[src/rtl/io_bridge_if.sv]
// Bus bundle between the CPU data-memory port, the I/O bridge and the memory-mapped devices.
// The bridge takes the slave view; the CPU/device side (or a bench) takes the master view.
interface io_bridge_if;
    logic         cpu_req_i;
    logic         cpu_we_i;
    logic [31:0]  cpu_addr_i;
    logic [31:0]  cpu_wdata_i;
    logic         cpu_stall_o;
    logic         cpu_done_o;
    logic         cpu_err_o;
    logic [31:0]  cpu_rdata_o;
    logic [31:0]  dev_addr_o;
    logic [31:0]  dev_wdata_o;
    logic [3:0]   dev_stb_o;
    logic [3:0]   dev_we_o;
    logic [3:0]   dev_ack_i;
    logic [127:0] dev_rdata_i;

    modport slave (
        input  cpu_req_i, cpu_we_i, cpu_addr_i, cpu_wdata_i, dev_ack_i, dev_rdata_i,
        output cpu_stall_o, cpu_done_o, cpu_err_o, cpu_rdata_o,
        output dev_addr_o, dev_wdata_o, dev_stb_o, dev_we_o
    );

    modport master (
        output cpu_req_i, cpu_we_i, cpu_addr_i, cpu_wdata_i, dev_ack_i, dev_rdata_i,
        input  cpu_stall_o, cpu_done_o, cpu_err_o, cpu_rdata_o,
        input  dev_addr_o, dev_wdata_o, dev_stb_o, dev_we_o
    );
endinterface

[src/rtl/io_bridge.sv]
// CPU-to-MMIO bridge: decodes an access into one of 4 device windows, strobes the device,
// waits for its ack (or self-acks single-cycle devices) and returns data or an error.
//
// state  | meaning
// IDLE   | waiting for cpu_req_i; latches address/data/we/decode on request
// ACCESS | strobe to the selected device; self-ack after 1 cycle, else wait ack/timeout
// DONE   | completion pulse with read data
// ERR    | completion pulse with error (unmapped, misaligned or timed out)
module io_bridge #(
    parameter logic [127:0] DEV_BASE = {32'h7f38, 32'h7f20, 32'h7f10, 32'h7f00},
    parameter logic [127:0] DEV_MASK = {32'hfffffff8, {3{32'hfffffff0}}},
    parameter logic [3:0]   ACK_MASK = 4'b0100,
    parameter int unsigned  TIMEOUT  = 16
) (
    input  logic        clk,
    input  logic        reset,
    io_bridge_if.slave  bus
);

    localparam int CW = $clog2(TIMEOUT + 1);

    typedef enum logic [1:0] {
        S_IDLE   = 2'd0,
        S_ACCESS = 2'd1,
        S_DONE   = 2'd2,
        S_ERR    = 2'd3
    } state_t;

    state_t       r_state;
    state_t       w_next;

    logic [31:0]  r_addr;
    logic [31:0]  r_wdata;
    logic         r_we;
    logic [1:0]   r_sel_idx;
    logic [CW-1:0] r_cnt;
    logic         r_done;
    logic         r_err;
    logic [31:0]  r_rdata;

    logic         w_hit;
    logic [1:0]   w_hit_idx;
    logic         w_misaligned;
    logic         w_sel_acked;
    logic         w_ack;
    logic [3:0]   w_onehot;
    logic [31:0]  w_dev_rdata;

    // Descending scan so the lowest matching window index overrides higher ones.
    always_comb begin
        w_hit     = 1'b0;
        w_hit_idx = 2'd0;
        for (int i = 3; i >= 0; i--) begin
            if ((bus.cpu_addr_i & DEV_MASK[32*i +: 32]) == DEV_BASE[32*i +: 32]) begin
                w_hit     = 1'b1;
                w_hit_idx = 2'(i);
            end
        end
    end

    assign w_misaligned = (bus.cpu_addr_i[1:0] != 2'b00);
    assign w_sel_acked  = ACK_MASK[r_sel_idx];
    assign w_ack        = bus.dev_ack_i[r_sel_idx];
    assign w_dev_rdata  = bus.dev_rdata_i[32*r_sel_idx +: 32];

    always_comb begin
        w_onehot            = 4'b0000;
        w_onehot[r_sel_idx] = 1'b1;
    end

    always_comb begin
        w_next = r_state;
        case (r_state)
            S_IDLE: begin
                if (bus.cpu_req_i) begin
                    if (w_misaligned || !w_hit) w_next = S_ERR;
                    else                        w_next = S_ACCESS;
                end
            end
            S_ACCESS: begin
                // An ack in the final allowed cycle still completes successfully.
                if (!w_sel_acked || w_ack)           w_next = S_DONE;
                else if (r_cnt == CW'(TIMEOUT - 1))  w_next = S_ERR;
                else                                 w_next = S_ACCESS;
            end
            S_DONE:  w_next = S_IDLE;
            S_ERR:   w_next = S_IDLE;
            default: w_next = S_IDLE;
        endcase
    end

    always_ff @(posedge clk) begin
        if (reset) begin
            r_state   <= S_IDLE;
            r_addr    <= '0;
            r_wdata   <= '0;
            r_we      <= 1'b0;
            r_sel_idx <= 2'd0;
            r_cnt     <= '0;
            r_done    <= 1'b0;
            r_err     <= 1'b0;
            r_rdata   <= '0;
        end else begin
            r_state <= w_next;
            if (r_state == S_IDLE && bus.cpu_req_i) begin
                r_addr    <= bus.cpu_addr_i;
                r_wdata   <= bus.cpu_wdata_i;
                r_we      <= bus.cpu_we_i;
                r_sel_idx <= w_hit_idx;
                r_cnt     <= '0;
            end else if (r_state == S_ACCESS) begin
                r_cnt <= r_cnt + CW'(1);
            end
            r_done  <= (w_next == S_DONE) || (w_next == S_ERR);
            r_err   <= (w_next == S_ERR);
            r_rdata <= (r_state == S_ACCESS && w_next == S_DONE && !r_we) ? w_dev_rdata : 32'h0;
        end
    end

    assign bus.cpu_stall_o = bus.cpu_req_i & ~r_done;
    assign bus.cpu_done_o  = r_done;
    assign bus.cpu_err_o   = r_err;
    assign bus.cpu_rdata_o = r_rdata;
    assign bus.dev_addr_o  = r_addr;
    assign bus.dev_wdata_o = r_wdata;
    assign bus.dev_stb_o   = (r_state == S_ACCESS) ? w_onehot : 4'b0000;
    assign bus.dev_we_o    = bus.dev_stb_o & {4{r_we}};

endmodule
[src/flat_wrapper.sv]
// flat-port wrapper written by rule: the top's interface ports become plain ports
module io_bridge_flat 
#(
    parameter logic [127:0] DEV_BASE = {32'h7f38, 32'h7f20, 32'h7f10, 32'h7f00},
    parameter logic [127:0] DEV_MASK = {32'hfffffff8, {3{32'hfffffff0}}},
    parameter logic [3:0]   ACK_MASK = 4'b0100,
    parameter int unsigned  TIMEOUT  = 16
)
  (clk, reset, bus_cpu_req_i, bus_cpu_we_i, bus_cpu_addr_i, bus_cpu_wdata_i, bus_dev_ack_i, bus_dev_rdata_i, bus_cpu_stall_o, bus_cpu_done_o, bus_cpu_err_o, bus_cpu_rdata_o, bus_dev_addr_o, bus_dev_wdata_o, bus_dev_stb_o, bus_dev_we_o);
  io_bridge_if bus_i ();
  input  logic clk;
  input  logic reset;
  input wire logic [$bits(bus_i.cpu_req_i)-1:0] bus_cpu_req_i;
  input wire logic [$bits(bus_i.cpu_we_i)-1:0] bus_cpu_we_i;
  input wire logic [$bits(bus_i.cpu_addr_i)-1:0] bus_cpu_addr_i;
  input wire logic [$bits(bus_i.cpu_wdata_i)-1:0] bus_cpu_wdata_i;
  input wire logic [$bits(bus_i.dev_ack_i)-1:0] bus_dev_ack_i;
  input wire logic [$bits(bus_i.dev_rdata_i)-1:0] bus_dev_rdata_i;
  output wire logic [$bits(bus_i.cpu_stall_o)-1:0] bus_cpu_stall_o;
  output wire logic [$bits(bus_i.cpu_done_o)-1:0] bus_cpu_done_o;
  output wire logic [$bits(bus_i.cpu_err_o)-1:0] bus_cpu_err_o;
  output wire logic [$bits(bus_i.cpu_rdata_o)-1:0] bus_cpu_rdata_o;
  output wire logic [$bits(bus_i.dev_addr_o)-1:0] bus_dev_addr_o;
  output wire logic [$bits(bus_i.dev_wdata_o)-1:0] bus_dev_wdata_o;
  output wire logic [$bits(bus_i.dev_stb_o)-1:0] bus_dev_stb_o;
  output wire logic [$bits(bus_i.dev_we_o)-1:0] bus_dev_we_o;
  assign bus_i.cpu_req_i = bus_cpu_req_i;
  assign bus_i.cpu_we_i = bus_cpu_we_i;
  assign bus_i.cpu_addr_i = bus_cpu_addr_i;
  assign bus_i.cpu_wdata_i = bus_cpu_wdata_i;
  assign bus_i.dev_ack_i = bus_dev_ack_i;
  assign bus_i.dev_rdata_i = bus_dev_rdata_i;
  assign bus_cpu_stall_o = bus_i.cpu_stall_o;
  assign bus_cpu_done_o = bus_i.cpu_done_o;
  assign bus_cpu_err_o = bus_i.cpu_err_o;
  assign bus_cpu_rdata_o = bus_i.cpu_rdata_o;
  assign bus_dev_addr_o = bus_i.dev_addr_o;
  assign bus_dev_wdata_o = bus_i.dev_wdata_o;
  assign bus_dev_stb_o = bus_i.dev_stb_o;
  assign bus_dev_we_o = bus_i.dev_we_o;
  io_bridge #(.DEV_BASE(DEV_BASE), .DEV_MASK(DEV_MASK), .ACK_MASK(ACK_MASK), .TIMEOUT(TIMEOUT)) u_core (.clk(clk), .reset(reset), .bus(bus_i));
endmodule
[config.mk]
export PLATFORM = sky130hd
export DESIGN_NAME = io_bridge_flat
export DESIGN_NICKNAME = d
export VERILOG_FILES = /design/src/rtl/io_bridge_if.sv /design/src/rtl/io_bridge.sv /design/src/flat_wrapper.sv
export SDC_FILE = /design/constraint.sdc
export NUM_CORES = 1
export LEC_CHECK = 0
export CORE_MARGIN = 2
export CORE_UTILIZATION = 30
export DETAILED_ROUTE_END_ITERATION = 16
export GPL_TIMING_DRIVEN = 1
export PLACE_DENSITY_LB_ADDON = 0.15
export SLEW_MARGIN = 15
export SYNTH_ARGS = -nofsm -noshare
export SYNTH_HDL_FRONTEND = slang
export SYNTH_SLANG_ARGS = --single-unit
[constraint.sdc]
create_clock -name clk -period 3.1 [get_ports clk]
set_input_delay 0.62 -clock clk [delete_from_list [all_inputs] [get_ports clk]]
set_output_delay 0.62 -clock clk [all_outputs]
set_load 0.05 [all_outputs]
# ---- After elaboration in Yosys (flattened, before gate mapping)
# Index checks and enable logic that the tools add are counted.
dict set report op_classes {
  n_mux 20
  shifts 1
  addsub 1
  reduce_logical 15
  n_lt_le_gt_ge 2
  n_eq_ne 10
  bitwise_logic 4
}
# op n
set op_table {}
lappend op_table {{$shiftx 128x8->32} 1}
lappend op_table {{$eq 28x11->1 const B} 3}
lappend op_table {{$eq 29x12->1 const B} 1}
lappend op_table {{$mux 2} 8}
lappend op_table {{$eq 2x2->1 const B} 4}
lappend op_table {{$mux 1} 7}
lappend op_table {{$pmux 2 s3} 1}
lappend op_table {{$reduce_or 2->1} 3}
lappend op_table {{$add 5x1->5 const B} 1}
lappend op_table {{$eq 5x4->1 const B} 1}
lappend op_table {{$and 4x4->4} 1}
lappend op_table {{$bmux 1 s2} 2}
lappend op_table {{$logic_and 1x1->1} 4}
lappend op_table {{$mux 4} 1}
lappend op_table {{$logic_not 1->1} 3}
lappend op_table {{$logic_or 1x1->1} 3}
lappend op_table {{$lt 2x3->1 const B} 1}
lappend op_table {{$demux 1 s2} 1}
lappend op_table {{$eq 2x1->1 const B} 1}
lappend op_table {{$ge 2x1->1 const B} 1}
lappend op_table {{$logic_not 2->1} 1}
lappend op_table {{$not 1->1} 2}
lappend op_table {{$reduce_bool 2->1} 1}
lappend op_table {{$and 1x1->1} 1}
dict set report totals {
  reg_bits 108
  inputBits 200
  elab_cells 62
}

# ---- Longest topological paths before layout
# Gate-level depths: netlist of run 1.
dict set report depth {
  depth_word 15
  ltp_mapped 7
}

# ---- Least setup slack after synthesis of run 1
# No wires, ideal clock.
dict set report synth_timing {
  kind {reg-to-output}
  startpoint {register u_core.r_sel_idx[1]}
  endpoint {output port bus_dev_we_o[2]}
  path_slack_ns 0.365
  stages_incl_launch_ff 5
  t_arrival_ns 2.115
  cell_sequence {dfxtp_1 > buf_1 > clkbuf_1 > nand2_1 > nor3_1}
}
dict set report synth_via {
  elab_chain_cells 6
  word_cells_on_any_way 7
  classes_between {order compare: 2; mux: 3; bitwise: 1; reduce/logical: 1}
}
# item line_no
set synth_lines {}
lappend synth_lines {{start: declaration} io_bridge.sv:35} ;# logic [1:0] r_sel_idx;
lappend synth_lines {{start signal: assignment} io_bridge.sv:109} ;# r_sel_idx <= w_hit_idx;
lappend synth_lines {{$lt 2x3->1 (implied by the code) / $ge 2x1->1 (equally long branches)} io_bridge.sv:68} ;# w_onehot[r_sel_idx] = 1'b1;
lappend synth_lines {{$logic_and 1x1->1 (implied by the code)} io_bridge.sv:68}
lappend synth_lines {{$mux 1 (implied by the code)} io_bridge.sv:68}
lappend synth_lines {{$demux 1 s2 (*)} n/a}
lappend synth_lines {{$mux 4 (*)} io_bridge.sv:126} ;# assign bus.dev_stb_o = (r_state == S_ACCESS) ? w_onehot : 4'b0000;
lappend synth_lines {{$and 4x4->4 (*)} io_bridge.sv:127} ;# assign bus.dev_we_o = bus.dev_stb_o & {4{r_we}};
lappend synth_lines {{end: declaration} flat_wrapper.sv:26} ;# output wire logic [$bits(bus_i.dev_we_o)-1:0] bus_dev_we_o;
# Every way passes the cells marked *; elsewhere a longest branch is shown, timed or not.

# ---- Worst setup path in the final report of run 1
dict set report layout_timing {
  startpoint {register u_core.r_state[0]}
  endpoint {output port bus_dev_we_o[3]}
}
dict set report layout_via {
  elab_chain_cells 3
}
# item line_no
set layout_lines {}
lappend layout_lines {{start: declaration} io_bridge.sv:29} ;# state_t r_state;
lappend layout_lines {{start signal: assignment} io_bridge.sv:104} ;# r_state <= w_next;
lappend layout_lines {{$eq 2x1->1} io_bridge.sv:126}
lappend layout_lines {{$mux 4} io_bridge.sv:126}
lappend layout_lines {{$and 4x4->4} io_bridge.sv:127}
# Every way passes these cells.

==> summary.md, run 1 <==
| Metric | Value |
|---|---|
| Outcome | `finished clean` |
| Sequential element share of the synthesized area | `48.7%` |
| Setup Skew | `about 0.0050 ns` |
| Int Power | `roughly 2500 µW` |
| Global-route wire length before repair | `around 24000 µm` |
| Setup tns final | `0 ns` |
| Vias | `4431` |
| Port bufs | `roughly 300` |
| Slew margin rel. | `between 50% and 60%` |
| Pre-antenna DRT Iters | `4` |
| Hold Crit Start | `u_core.bus.dev_wdata_o[16]` |
| Crit-path max FO | `10` |
| YS warnings | `0` |
| Initial antenna violation count | `0` |
| CP peak stage delay | `about 0.81 ns` |
| Worst Path Buf+Inv | `2` |
| Crit path max-delay family | `buffers and inverters` |
| Cts hold-fix bufs | `0` |
| # nets final | `~960` |
| CTS Buf Count | `9` |
| Total gr overflow | `0` |
| Placer Congestion | `~0.8` |
| Worst flop-to-flop path startpoint | `u_core.r_sel_idx[1]` |
| Vias per cell | `around 4.7` |
| Clock Power Share | `between 30 and 40%` |
| Worst-Margin Slew | `between 0.7 and 0.8 ns` |
| Inserted Diodes | `0` |
| Sw Ratio | `between 20 and 30%` |
| Die Height | `between 100 and 150 µm` |
| CTS Sinks | `around 110` |
| Post-route ant nets | `0` |
| Setup CP Type | `reg -> out` |
| Total core area | `between 10000 and 15000 µm²` |
| Required @ worst endpoint | `roughly 2.5 ns` |
| Syn_nets | `670` |
| Clock Tree Buf Depth | `2` |
| Placed instance count | `roughly 930` |
| Area of the multi-input gates | `2110 µm²` |
| Die X | `around 130 µm` |
| Distinct cell type count after synthesis | `31` |
| Hold Crit Class | `reg -> reg` |
| P per Cell Area | `approximately 440 nW/µm²` |
| Row count | `between 40 and 50` |
| Critical Path End Type | `output pin` |
| Number of flops mapped to enable cells by yosys | `0` |
| Final setup fails | `0` |
| Setup Fix Bufs, Post-CTS | `0` |
| Part of the power in registers | `a little over two fifths` |
| Dpl ws | `between 0.5 and 0.6 ns` |
| Hold Slack | `about 0.45 ns` |
| Post_cts resized | `0` |
| Largest net degree at the start of global routing | `between 70 and 80` |
| Comb pwr share | `between 20% and 30%` |
| Detailed-route wire length | `15600 µm` |
| Period utilization | `87.4%` |
| Max-Cap Viols | `0` |
| Drt drc | `0` |
| Post-layout util | `about 55%` |
| CTS H-tree lvls | `3` |
| VDD IR max | `approximately 0.37 mV` |
| Top-Level Pins | `307` |
| Post-DP HPWL | `12000 µm` |
| Flops & latches, synth | `roughly 110` |
| WP data arrival | `about 2.1 ns` |
| CTS root buf | `clkbuf_16` |
| Switching power | `995 µW` |
| Mean post-synth cell area | `about 9.5 µm²` |
| Fin. Hold Viols | `0` |
| Initial DRC Count | `about 220` |
| CP max-delay cell | `clkdlybuf4s50_1` |
| Worst setup SP type | `flop` |
| CTS tree | `yes` |
| Setup slack after layout | `between 0.3 and 0.4 ns` |
| Synth Flop Type | `dfxtp_1` |
| Minimum clock period after layout | `around 2.7 ns` |
| Synthesized area | `about 4400 µm²` |
| Critical-path cell list | `nor2b_1 > buf_4 > nand2_1 > nor2_1 > clkdlybuf4s50_1` |
| Vias in the first global route | `around 4600` |
| Total GRT Usage | `around a fifth` |
| Cells after synthesis | `about 470` |
| Critical path origin | `u_core.r_state[0]` |
| Fill cell count | `1288` |
| Initial core utilization | `slightly above 30%` |
| Share of cells above drive strength 1 | `under 10%` |
| Register area | `2160 µm²` |
| Fraction of registers with async set or reset after synthesis | `0%` |
| Area grow syn2layout | `77.7%` |
| Clk Latency, worst-skew pair | `~0.35 ns` |
| Post-Layout Cell Count | `between 900 and 1000` |
| Fmax | `about 0.37 GHz` |
| Worst-path clk slew | `0.07 ns` |
| RSZ-0062 raised after global routing | `false` |
| Fin. max-slew vios | `0` |
| Leak | `roughly 0.0028 µW` |
| Area of the die | `around 16000 µm²` |
| DR WL/cell | `approximately 17 µm` |
==> synthesized netlist by cell type, drive strengths merged (2+ instances only) <==
cell,n,area [µm²]
a21oi,69,345
and3,3,18.8
buf,10,66.3
clkbuf,25,93.8
dfxtp,108,2160
ha,2,25.0
inv,4,15.0
mux4,32,721
nand2,137,514
nand2b,2,12.5
nand4,2,12.5
nor2,11,41.3
nor2b,35,219
nor3,5,25.0
nor3b,2,15.0
nor4,6,37.5
or2,2,12.5
or4,3,26.3
xor2,2,17.5
==> cell type report <==
| class | instances | share of cell area, % |
|---|---|---|
| clock buffers | 10 | 2.90 |
| clock inverters | 6 | 0.919 |
| inverters | 4 | 0.190 |
| multi-input cells | 321 | 26.8 |
| flip-flops and latches | 108 | 27.4 |
| well taps | 184 | 2.92 |
| repair buffers | 309 | 38.9 |
==> placed cells by master (no fill, tap or decap), types with 2 or more instances in the layout <==
cell type / instances
a21oi_1: 69
and3_1: 3
buf_4: 7
clkbuf_16: 9
clkdlybuf4s50_1: 301
clkinv_4: 2
dfxtp_1: 106
dfxtp_2: 2
ha_1: 2
inv_1: 4
mux4_2: 32
nand2_1: 136
nand2b_1: 2
nand4_1: 2
nor2_1: 11
nor2b_1: 35
nor3_1: 5
nor4_1: 6
or4_1: 2
xor2_1: 2
==> metal layers <==
layer  wire length [µm]  share of wire (%)  global-route usage (%)
met2               8040                 51                    35.8
met3               1320                8.5                    6.75
met5                  0                  0                       0
met4                235                1.5                    5.29
met1               6040                 39                    21.5
==> worst reg2reg max path, delay by kind of cell, from the launching register on <==
kind                   cells  cell delay, ns
buffers and inverters      1            0.41
and+or+nand+nor            3            1.02
AOI/OAI and AO/OA          1            0.18
DFF                        1            0.52
==> cell families after synthesis <==
| kind of cell | after synthesis | synth area share [%] |
|---|---|---|
| compound gates | 73 | 8.45 |
| xor+xnor | 3 | 0.591 |
| fa+ha+maj | 2 | 0.563 |
| buf+inv | 39 | 3.94 |
| flops | 108 | 48.7 |
| mux | 32 | 16.2 |
| simple gates | 211 | 21.6 |
==> through the flow <==
step	area, µm²	total power [µW]
2_1_floorplan	4440	1930
6_report	7900	3490
3_3_place_gp	7590	2340
3_5_place_dp	7590	2350
5_1_grt	7900	3640
4_1_cts	7900	3530
==> sequential cells by signal, indices dropped and copies added (netlist names) <==
| signal | flops |
|---|---|
| u_core.bus.cpu_done_o | 1 |
| u_core.bus.dev_wdata_o | 32 |
| u_core.r_we | 1 |
| u_core.bus.dev_addr_o | 32 |
| u_core.r_sel_idx | 2 |
| u_core.r_state | 2 |
| u_core.r_cnt | 5 |
| u_core.bus.cpu_rdata_o | 32 |
| u_core.bus.cpu_err_o | 1 |
==> path summary, 6_finish.rpt <==
kind                           endpoint  slack (ns)  cells after the start
max                     bus_dev_we_o[3]        0.39                      5
min          u_core.bus.dev_wdata_o[16]        0.45                      2
max reg2reg       u_core.bus.cpu_done_o        0.82                      5
min reg2reg  u_core.bus.dev_wdata_o[16]        0.45                      2
==> power groups by stage <==
stage,sequential (µW),combinational [µW],clock [µW]
after CTS,1490,836,1210
final,1490,828,1170
after global routing,1500,877,1260
after global placement,1520,823,0
after floorplan,1740,187,0
after detailed placement,1520,831,0
Power figures use the tool's default switching activity.
==> inputs of run 2 (changes only) <==
--- a/config.mk
+++ b/config.mk
@@ -10,7 +10,6 @@
 export DETAILED_ROUTE_END_ITERATION = 16
 export GPL_TIMING_DRIVEN = 1
 export PLACE_DENSITY_LB_ADDON = 0.15
-export SLEW_MARGIN = 15
 export SYNTH_ARGS = -nofsm -noshare
 export SYNTH_HDL_FRONTEND = slang
 export SYNTH_SLANG_ARGS = --single-unit
==> results of run 2 <==
Final layout, timing and power as in run 1 (identical DEF).
